==> src/rtl/reg_scoreboard.sv <==
// Register scoreboard: tracks registers with a pending multi-cycle write and
// stalls issue on RAW/WAW hazards or when the in-flight tracker is full.

module sb_busy_cell (
    input  logic clk,
    input  logic rst_n,
    input  logic flush,
    input  logic set,
    input  logic clr,
    output logic busy_q
);
    // set and clr never target the same register in one cycle (waw blocks it)
    always_ff @(posedge clk or negedge rst_n) begin
        if (!rst_n)     busy_q <= 1'b0;
        else if (flush) busy_q <= 1'b0;
        else if (set)   busy_q <= 1'b1;
        else if (clr)   busy_q <= 1'b0;
    end
endmodule

module reg_scoreboard #(
    parameter int NREGS   = 32,
    parameter int AW      = 5,
    parameter int MAX_OUT = 4,
    localparam int CW     = $clog2(MAX_OUT + 1)
) (
    input  logic             clk,
    input  logic             rst_n,
    input  logic             flush,
    input  logic             iss_valid,
    output logic             iss_ready,
    input  logic [AW-1:0]    iss_rs1,
    input  logic [AW-1:0]    iss_rs2,
    input  logic             iss_use_rs2,
    input  logic [AW-1:0]    iss_rd,
    input  logic             iss_we,
    input  logic             wb_valid,
    input  logic [AW-1:0]    wb_rd,
    output logic [NREGS-1:0] busy_vec,
    output logic [CW-1:0]    outstanding,
    output logic             hazard,
    output logic             wb_err
);
    logic [NREGS-1:0] busy;
    logic [NREGS-1:0] set_vec;
    logic [NREGS-1:0] clr_vec;
    logic [CW-1:0]    cnt_q, cnt_d;
    logic             wb_err_q, wb_err_d;
    logic             raw1, raw2, waw, full;
    logic             acc_set, wb_clr;

    assign raw1 = busy[iss_rs1] && (iss_rs1 != '0);
    assign raw2 = iss_use_rs2 && busy[iss_rs2] && (iss_rs2 != '0);
    assign waw  = iss_we && (iss_rd != '0) && busy[iss_rd];
    assign full = (cnt_q == CW'(MAX_OUT)) && iss_we && (iss_rd != '0);

    assign hazard    = raw1 | raw2 | waw | full;
    assign iss_ready = !hazard && !flush;

    // Only tracked writes (we && rd!=0) touch state; others pass straight through.
    assign acc_set = iss_valid && iss_ready && iss_we && (iss_rd != '0);
    assign wb_clr  = wb_valid && busy[wb_rd];

    assign busy[0]    = 1'b0;
    assign set_vec[0] = 1'b0;
    assign clr_vec[0] = 1'b0;

    for (genvar i = 1; i < NREGS; i++) begin : g_cell
        assign set_vec[i] = acc_set && (iss_rd == AW'(i));
        assign clr_vec[i] = wb_clr  && (wb_rd  == AW'(i));

        sb_busy_cell u_cell (
            .clk    (clk),
            .rst_n  (rst_n),
            .flush  (flush),
            .set    (set_vec[i]),
            .clr    (clr_vec[i]),
            .busy_q (busy[i])
        );
    end

    always_comb begin
        cnt_d = cnt_q;
        if (flush)
            cnt_d = '0;
        else if (acc_set && !wb_clr)
            cnt_d = cnt_q + CW'(1);
        else if (!acc_set && wb_clr)
            cnt_d = cnt_q - CW'(1);
    end

    // A flush squashes the writeback too, so it cannot raise the error flag.
    always_comb begin
        wb_err_d = wb_err_q;
        if (!flush && wb_valid && !busy[wb_rd])
            wb_err_d = 1'b1;
    end

    always_ff @(posedge clk or negedge rst_n) begin
        if (!rst_n) begin
            cnt_q    <= '0;
            wb_err_q <= 1'b0;
        end else begin
            cnt_q    <= cnt_d;
            wb_err_q <= wb_err_d;
        end
    end

    assign busy_vec    = busy;
    assign outstanding = cnt_q;
    assign wb_err      = wb_err_q;
endmodule

==> config.mk <==
export PLATFORM = sky130hd
export DESIGN_NAME = reg_scoreboard
export DESIGN_NICKNAME = d
export VERILOG_FILES = /design/src/rtl/reg_scoreboard.sv
export SDC_FILE = /design/constraint.sdc
export NUM_CORES = 1
export LEC_CHECK = 0
export ABC_AREA = 0
export ABC_CLOCK_PERIOD_IN_PS = 4019
export BUFFER_PORTS_ARGS = -buffer_cell sky130_fd_sc_hd__buf_2
export CAP_MARGIN = 20
export CORE_MARGIN = 5
export CORE_UTILIZATION = 56
export DETAILED_ROUTE_END_ITERATION = 16
export HOLD_SLACK_MARGIN = 0.15
export PLACE_DENSITY = 0.87
export SLEW_MARGIN = 20
export SYNTH_ARGS = -nofsm -noshare
export SYNTH_HDL_FRONTEND = slang
export SYNTH_SLANG_ARGS = --single-unit
==> constraint.sdc <==
create_clock -name clk -period 4.02 [get_ports clk]
set_input_delay 0.804 -clock clk [delete_from_list [all_inputs] [get_ports clk]]
set_output_delay 0.804 -clock clk [all_outputs]
set_load 0.05 [all_outputs]
# After elaboration in Yosys (flattened, before gate mapping)
# Cells that the tools add are included.
# word_totals
register_bits	35
inputBits	27
out_inout_bits	38
# op_classes
n_addsub	2
bitwise_logic	3
reduce_logical	118
mux	104
eq_ne	63
magnitude_cmp	4
# ops
op	count
== test 5 bit, second input constant	32
2-to-1 mux 1 bit	97
nonzero test 3 bit	32
== test 5 x 4 -> 1 bit, second input constant	16
logical AND 1 bit	78
== test 5 x 3 -> 1 bit, second input constant	8
< comparator 5 x 6 -> 1 bit, second input constant	4
binary-select mux 1 bit (select 5 bit)	4
== test 5 x 2 -> 1 bit, second input constant	4
nonzero test 5 bit	3
== test 5 x 1 -> 1 bit, second input constant	2
2-to-1 mux 3 bit	3
zero test 1 bit	5
adder 3 x 1 -> 3 bit, second input constant	1
== test 3 bit, second input constant	1
OR 1 bit	3
subtractor 3 x 1 -> 3 bit, second input constant	1

# Logic depth before layout (Yosys ltp)
# Gate-level depths: netlist (run 1).
# logic_depth
word_depth	17
ltp_mapped	13
mapped_depth_nobuf	11

# By module
# Synthesis (run 1) repeated with hierarchy kept, for this count alone.
# hier_totals
hier_cells	367
hier_area_um2	3334.4
# modules_own_cells
module	area_each_um2	cells_each	seq_area_each_um2	instances
reg_scoreboard	1976.9	243	100.1	1
sb_busy_cell	43.8	4	25.0	31

# Least setup slack after synthesis (run 1)
# No wires, ideal clock.
# synth_path
kind	input to output
from	in iss_rs1[1]
to	out iss_ready
path_slack_ns	-0.297
arrival_ns	3.513
path_stages	8
path_cell_list	buf_2 -> mux4_2 -> nand2_1 -> nand3_1 -> a32o_1 -> nor2_1 -> o21ai_0 -> nor2_1
# synth_between
elab_chain_len	8
# synth_lines
element	line_no	rtl
from (decl)	32	input logic [AW-1:0] iss_rs1,
binary-select mux 1 bit (select 5 bit)	52	assign raw1 = busy[iss_rs1] && (iss_rs1 != '0);
2-to-1 mux 1 bit (implied by the code)	52	
logical AND 1 bit (*)	52	
OR 1 bit (*) (3 in a row)	57	assign hazard = raw1 | raw2 | waw | full;
named net hazard	41	output logic hazard,
zero test 1 bit (*)	58	assign iss_ready = !hazard && !flush;
logical AND 1 bit (*)	58	
to (decl)	31	output logic iss_ready,
# Mark *: on every way through the listed nets, which the timed path passes. The rest lies on a longest branch. The select of a mux whose other input is x is not followed.

# Worst setup path after layout (run 1)
# layout_path
from	in iss_rd[0]
to	out iss_ready
# layout_between
elab_chain_len	7
# layout_lines
element	line_no	rtl
from (decl)	35	input logic [AW-1:0] iss_rd,
binary-select mux 1 bit (select 5 bit) / nonzero test 5 bit (equally long branches)	54, 55	
2-to-1 mux 1 bit (implied by the code) / logical AND 1 bit (equally long branches)	54	assign waw = iss_we && (iss_rd != '0) && busy[iss_rd];
logical AND 1 bit	54	
OR 1 bit	57	
OR 1 bit (*)	57	
zero test 1 bit (*)	58	
logical AND 1 bit (*)	58	
# Mark *: on every way between the ends. The rest lies on a longest branch, timed or not. The select of a mux whose other input is x is not followed.

==> results of run 1 <==
cell families (layout without fill, tap and decap cells):
logic type | count (synthesis) | after routing | synth area share (%)
compound gates | 87 | 87 | 18.6
xor+xnor | 1 | 1 | 0.728
fa+ha+maj | 1 | 1 | 0.647
buf+inv | 69 | 86 | 13.1
flops | 35 | 35 | 28.3
mux | 43 | 43 | 25.1
other cells | 1 | 1 | 0.121
simple gates | 73 | 73 | 13.4
how the worst max path moves through the flow:
stage                     depth (start not counted)  startpoint  slack [ns]                          to
after global placement                           12   iss_rd[0]        0.37  outstanding[2]$_DFFE_PN0P_
after floorplan                                   8  iss_rs1[1]        0.20                   iss_ready
final                                             8   iss_rd[0]        0.46                   iss_ready
after detailed placement                         12   iss_rd[0]        0.21  outstanding[2]$_DFFE_PN0P_
after global routing                              8   iss_rd[0]        0.28                   iss_ready
after CTS                                         8   iss_rd[0]        0.47                   iss_ready
synth_stat cells, drive strengths merged, types with 2 or more instances:
cell	count	area, µm²
a221oi	2	17.5
and3	2	12.5
buf	43	309
clkbuf	14	52.6
dfrtp	35	876
inv	12	45.0
mux2	6	67.6
mux2i	10	100
mux4	27	608
nand2	18	67.6
nand3	11	55.1
nand3b	7	52.6
nor2	9	33.8
nor2b	4	25.0
nor3b	2	15.0
o211ai	30	225
o21ai	35	175
o22ai	3	18.8
o311ai	4	35.0
o31ai	3	22.5
or2	3	18.8
or3	7	43.8
or3b	2	17.5
or4	2	18.8
registers in the layout, summed over array words and instances (netlist names):
name / flops
g_cell.u_cell.busy_q: 31
outstanding: 3
wb_err: 1
cells in the final DEF, fill, tap and decap left out, drive strengths merged, types with 2 or more instances in the layout:
cell / instances
o21ai: 35
o22ai: 3
nand3b: 7
buf: 66
o31ai: 3
clkbuf: 8
or4: 2
and3: 2
nand2: 18
a221oi: 2
o311ai: 4
or3b: 2
mux2: 6
or2: 3
mux2i: 10
nor2: 9
or3: 7
o211ai: 30
dfrtp: 35
mux4: 27
nand3: 11
nor3b: 2
nor2b: 4
inv: 12
final cells by class:
type | count | share of cell area (%)
Clock buffer | 8 | 3.07
Inverter | 12 | 1.38
Sequential cell | 35 | 26.8
Timing Repair Buffer | 66 | 10.4
Multi-Input combinational cell | 206 | 55.6
Tap cell | 72 | 2.76
stage by stage:
step | cells | hold WS, ns | cell area (µm²) | util, %
floorplan | 310 | 0.508 | 3100 | -
global placement | 391 | 0.452 | 3160 | 58.2
detailed placement | 391 | 0.454 | 3160 | 58.2
CTS | 399 | 0.469 | 3260 | 60.0
global route | 399 | 0.501 | 3260 | 60.0
finish | 399 | 0.469 | 3260 | 60.0
metal layers:
layer | vias up | global-route usage [%] | share of wire, % | routed length [µm]
met4 | 0 | 14.8 | 5.0 | 486
met5 | - | 0 | 0 | 0
met2 | 258 | 42.0 | 44 | 4270
met3 | 56 | 9.22 | 15 | 1490
met1 | 1373 | 35.9 | 35 | 3420
li1 | 1194 | - | - | -
report_power, final:
part / total (mW) / switching [mW] / internal, mW
sequential: 0.361 / 0.00511 / 0.356
combinational: 0.173 / 0.117 / 0.0564
clock: 0.279 / 0.122 / 0.156
==> reports/metrics.yaml, run 1 <==
run_status:
  status: "finished clean"
job:
  maxCapViolations: 0
cells_and_area:
  synthToLayoutAreaGrowth_pct: 5.46
  drive_gt1_share_pct: 33.9
  multi_input_comb_area_mm2: 0.00181
  nNetsFinal: 354
  antennaDiodeCount: 0
  nFillCells: 474
  regArea_um2: 876
die:
  ios: 65
  initial_utilization_pct: 56.9
  core_area_mm2: 0.00544
  dieArea_mm2: 0.00711
  die_w_um: 84.3
  dieHeight_um: 84.3
  rows: 27
route:
  drt-total-wl_um: 9670
  dr.first_iter.drc_count: 332
  wire_per_inst_um: 24.2
  dr_total_vias: 2881
  drtAntennaViolNets: 0
  remaining_drc_errors: 0
  drt_pass1_iterations: 5
  vias_per_cell: 7.22
placed_design:
  port_buffers: 63
  post-dp-hpwl_um: 6830
  dp_slack_ns: 0.209
  gp_congestion: 0.975
clock_tree:
  cts-htree-levels: 2
  cts.clk_slew.worst_paths_ns: 0.06
  tritoncts: "yes"
  insertion_delay_ns: 0.29
  post_cts_buffers: 0
  clockRootBuffer: "clkbuf_8"
  cts-resized-gates: 0
  clockBufferDepth: 2
  numCtsBuffers: 5
  cts_hold_buf: 0
  cts_sinks: 35
sta:
  hold_violations: 0
  maxSlewHeadroom_pct: 35.4
  fin_tns_setup_ns: 0
  slew_viol_final: 0
  worstMarginPinSlew_ns: 0.968
  period_minus_slack_ns: 3.56
  max_freq_ghz: 0.281
  timing.final.crit_share_pct: 88.6
  setup_slack_ns: 0.459
  rsz0062_at_grt: "false"
  clock_skew_ns: 0.00529
  setup_viol: 0
yosys:
  synth.distinct_cells: 51
  synth.net_count: 338
  synth-async-reset-ratio_pct: 100
  synth_flop_cell: "dfrtp_1"
  syn_inst: 310
  syn-cell-area_mm2: 0.00309
  synth_edf_count: 0
  yosysSeqAreaShare_pct: 28.3
  avgSynthCellArea_um2: 9.98
  synth-seq-cells: 35
  ys.warnings.count: 0
critical_path:
  startpoint_type: "primary input"
  r2r_end: "outstanding[2]$_DFFE_PN0P_"
  cp.arrival_ns: 2.76
  r2r_setup_slack_ns: 0.77
  slowest_stage: "mux4_2"
  reg2reg_depth: 11
  cpLargestDelayFamily: "compound AO/OA/AOI/OAI gates"
  slowest_delay_ns: 0.55
  r2r-start: "g_cell[6].u_cell.busy_q$_DFFE_PN0P_"
  worst_setup_path_end_kind: "primary output"
  critPathKind: "primary input to primary output"
  crit_path_cell_trace: "buf_2 > mux4_2 > o22ai_1 > o22ai_1 > o211ai_1 > o21ai_1 > nor2_2 > buf_2"
  critical_path_peak_fanout: 16
  cp_num_buf_inv: 2
  cp.required_ns: 3.22
global_routing:
  grt-ovfl-total: 0
  grt_pass1_vias: 2945
  grtUsageTotal_pct: 27.9
  antenna_found_initial: 0
  grt_pass1_wl_um: 15500
  grt_max_degree: 36
worst_hold_path:
  min_to: "wb_err$_DFFE_PN0P_"
  hp-class: "register to register"
  hold_depth: 1
  min_from: "wb_err$_DFFE_PN0P_"
power_and_ir_drop:
  ir_drop_mv: 0.180
  power.density_mw_per_mm2: 249
  leakagePower_nw: 1.43
  fin_total_pwr_mw: 0.813
No activity file was read; power rests on OpenSTA's default activity.
==> run 2: changes to the inputs <==
--- a/config.mk
+++ b/config.mk
@@ -13,4 +13,5 @@
 export CORE_UTILIZATION = 56
 export DETAILED_ROUTE_END_ITERATION = 16
+export GPL_ROUTABILITY_DRIVEN = 1
 export HOLD_SLACK_MARGIN = 0.15
 export PLACE_DENSITY = 0.87
==> constraint.sdc (replaced) <==
create_clock -name clk -period 4.02 [get_ports clk]
set_input_delay 0.603 -clock clk [delete_from_list [all_inputs] [get_ports clk]]
set_output_delay 0.603 -clock clk [all_outputs]
set_load 0.05 [all_outputs]
==> run 2 against run 1 <==
Compared with the run above:
- clock power shrank 7%
- final area shrank 0.65%
- global-route usage shrank 0.95 points
- setup slack gained 0.20 ns
- non-clock buffer count shrank 1
- critical path depth grew 4
- power shrank 2.4%
- count of clock-buffer cells in the layout shrank 3
- clock skew grew 0.0043 ns
- fmax grew 6.0%
- sequential power is essentially flat
- critical endpoint is now outstanding[2]$_DFFE_PN0P_
- final cell count shrank 0.25%
- critical path type is now primary input to register
==> reports/metrics.yaml, run 2 (synthesis gave the netlist of run 1 again) <==
clock_tree:
  clockRootBuffer: "clkbuf_8"
  cts_hold_buf: 0
  cts-resized-gates: 0
  clockBufferDepth: 2
  insertion_delay_ns: 0.30
  cts-htree-levels: 2
  tritoncts: "yes"
  post_cts_buffers: 0
  numCtsBuffers: 5
  cts.clk_slew.worst_paths_ns: 0.08
  cts_sinks: 35
die:
  die_w_um: 84.3
  rows: 27
  core_area_mm2: 0.00544
  dieArea_mm2: 0.00711
  ios: 65
  dieHeight_um: 84.3
  initial_utilization_pct: 56.9
sta:
  timing.final.crit_share_pct: 83.5
  worstMarginPinSlew_ns: 1.02
  period_minus_slack_ns: 3.36
  rsz0062_at_grt: "false"
  slew_viol_final: 0
  setup_viol: 0
  hold_violations: 0
  fin_tns_setup_ns: 0
  max_freq_ghz: 0.298
  maxSlewHeadroom_pct: 31.8
  clock_skew_ns: 0.00960
critical_path:
  cp.arrival_ns: 3.53
  startpoint_type: "primary input"
  worst_setup_path_end_kind: "register"
  cp.required_ns: 4.19
  cp-startpoint: "iss_rd[0]"
  r2r-start: "g_cell[7].u_cell.busy_q$_DFFE_PN0P_"
  critPathKind: "primary input to register"
  critical_path_peak_fanout: 16
power_and_ir_drop:
  fin_total_pwr_mw: 0.793
  ir_drop_mv: 0.178
  leakagePower_nw: 1.41
  power.density_mw_per_mm2: 245
route:
  wire_per_inst_um: 23.3
  remaining_drc_errors: 0
  drt-total-wl_um: 9270
  vias_per_cell: 7.21
  wl_met3_um: 1300
  drt_pass1_iterations: 5
  dr_total_vias: 2870
  top_layer: "met4"
  met2_length_um: 4170
  wl_met1_um: 3350
  drtAntennaViolNets: 0
  dr.first_iter.drc_count: 302
cells_and_area:
  synthToLayoutAreaGrowth_pct: 4.77
  final_common_cell: "buf_2"
  nFillCells: 462
  drive_gt1_share_pct: 33.7
  largest_reg_flops: 31
  top_register: "g_cell.u_cell.busy_q"
  most-common-layout-cells: "63 x buf_2, 35 x dfrtp_1, 30 x o211ai_1"
  antennaDiodeCount: 0
  nNetsFinal: 353
global_routing:
  grt_pass1_wl_um: 15100
  grt_pass1_vias: 2881
  grt_max_degree: 36
  grtUsageTotal_pct: 27.0
  antenna_found_initial: 0
  grt-ovfl-total: 0
job:
  maxCapViolations: 0
run_status:
  status: "finished clean"
placed_design:
  port_buffers: 63
  gp_congestion: 0.952
  post-dp-hpwl_um: 6680
worst_hold_path:
  hp-class: "primary input to asynchronous set/reset pin"
==> run 2: per-stage QoR <==
step	hold slack, ns	worst slack, ns	cells	area (µm²)	util [%]
2_1_floorplan	0.307	0.105	310	3090	-
3_5_place_dp	0.461	0.397	390	3150	58.0
4_1_cts	0.412	0.706	398	3240	59.6
5_1_grt	0.472	0.540	398	3240	59.6
3_3_place_gp	0.451	0.468	390	3150	58.0
6_report	0.376	0.661	398	3240	59.6
==> run 2: layer usage <==
| metal | track usage, % | vias up |
|---|---|---|
| met5 | 0 | - |
| met4 | 15.1 | 0 |
| met3 | 9.52 | 44 |
| met2 | 40.0 | 253 |
| met1 | 34.5 | 1388 |
| li1 | - | 1185 |
==> run 2: final cells by class <==
type | instances | area (µm²) | area share (%)
multi-input combinational | 206 | 1810 | 55.9
sequential | 35 | 876 | 27.0
timing repair buffer | 65 | 330 | 10.2
tap | 72 | 90.1 | 2.78
clock buffer | 5 | 68.8 | 2.12
inverter | 12 | 45.0 | 1.39
clock inverter | 3 | 20.0 | 0.618
==> run 2: worst max-delay path, stage by stage <==
cell,delay [ns]
buf_2,0.34
mux4_2,0.56
o22ai_1,0.16
o22ai_1,0.11
o211a_1,0.27
nor4_2,0.27
and2_1,0.20
fa_1,0.23
nor3b_1,0.08
mux2i_1,0.12
o21ai_0,0.09
or4b_1,0.47
==> run 2: power breakdown <==
part           internal, mW  switching (mW)  total, mW
clock network         0.121           0.139      0.260
logic                0.0557           0.117      0.173
registers             0.356         0.00488      0.361
total                 0.532           0.261      0.793
==> run 2: final timing paths <==
kind | endpoint | slack, ns | cells past startpoint
worst max register to register | outstanding[2]$_DFFE_PN0P_ | 0.84 | 11
worst min register to register | wb_err$_DFFE_PN0P_ | 0.48 | 1
max in group asynchronous | outstanding[0]$_DFFE_PN0P_ | 3.13 | 1
worst min-delay path | g_cell[15].u_cell.busy_q$_DFFE_PN0P_ | 0.38 | 1
min in group clk | wb_err$_DFFE_PN0P_ | 0.48 | 1
worst max-delay path | outstanding[2]$_DFFE_PN0P_ | 0.66 | 12
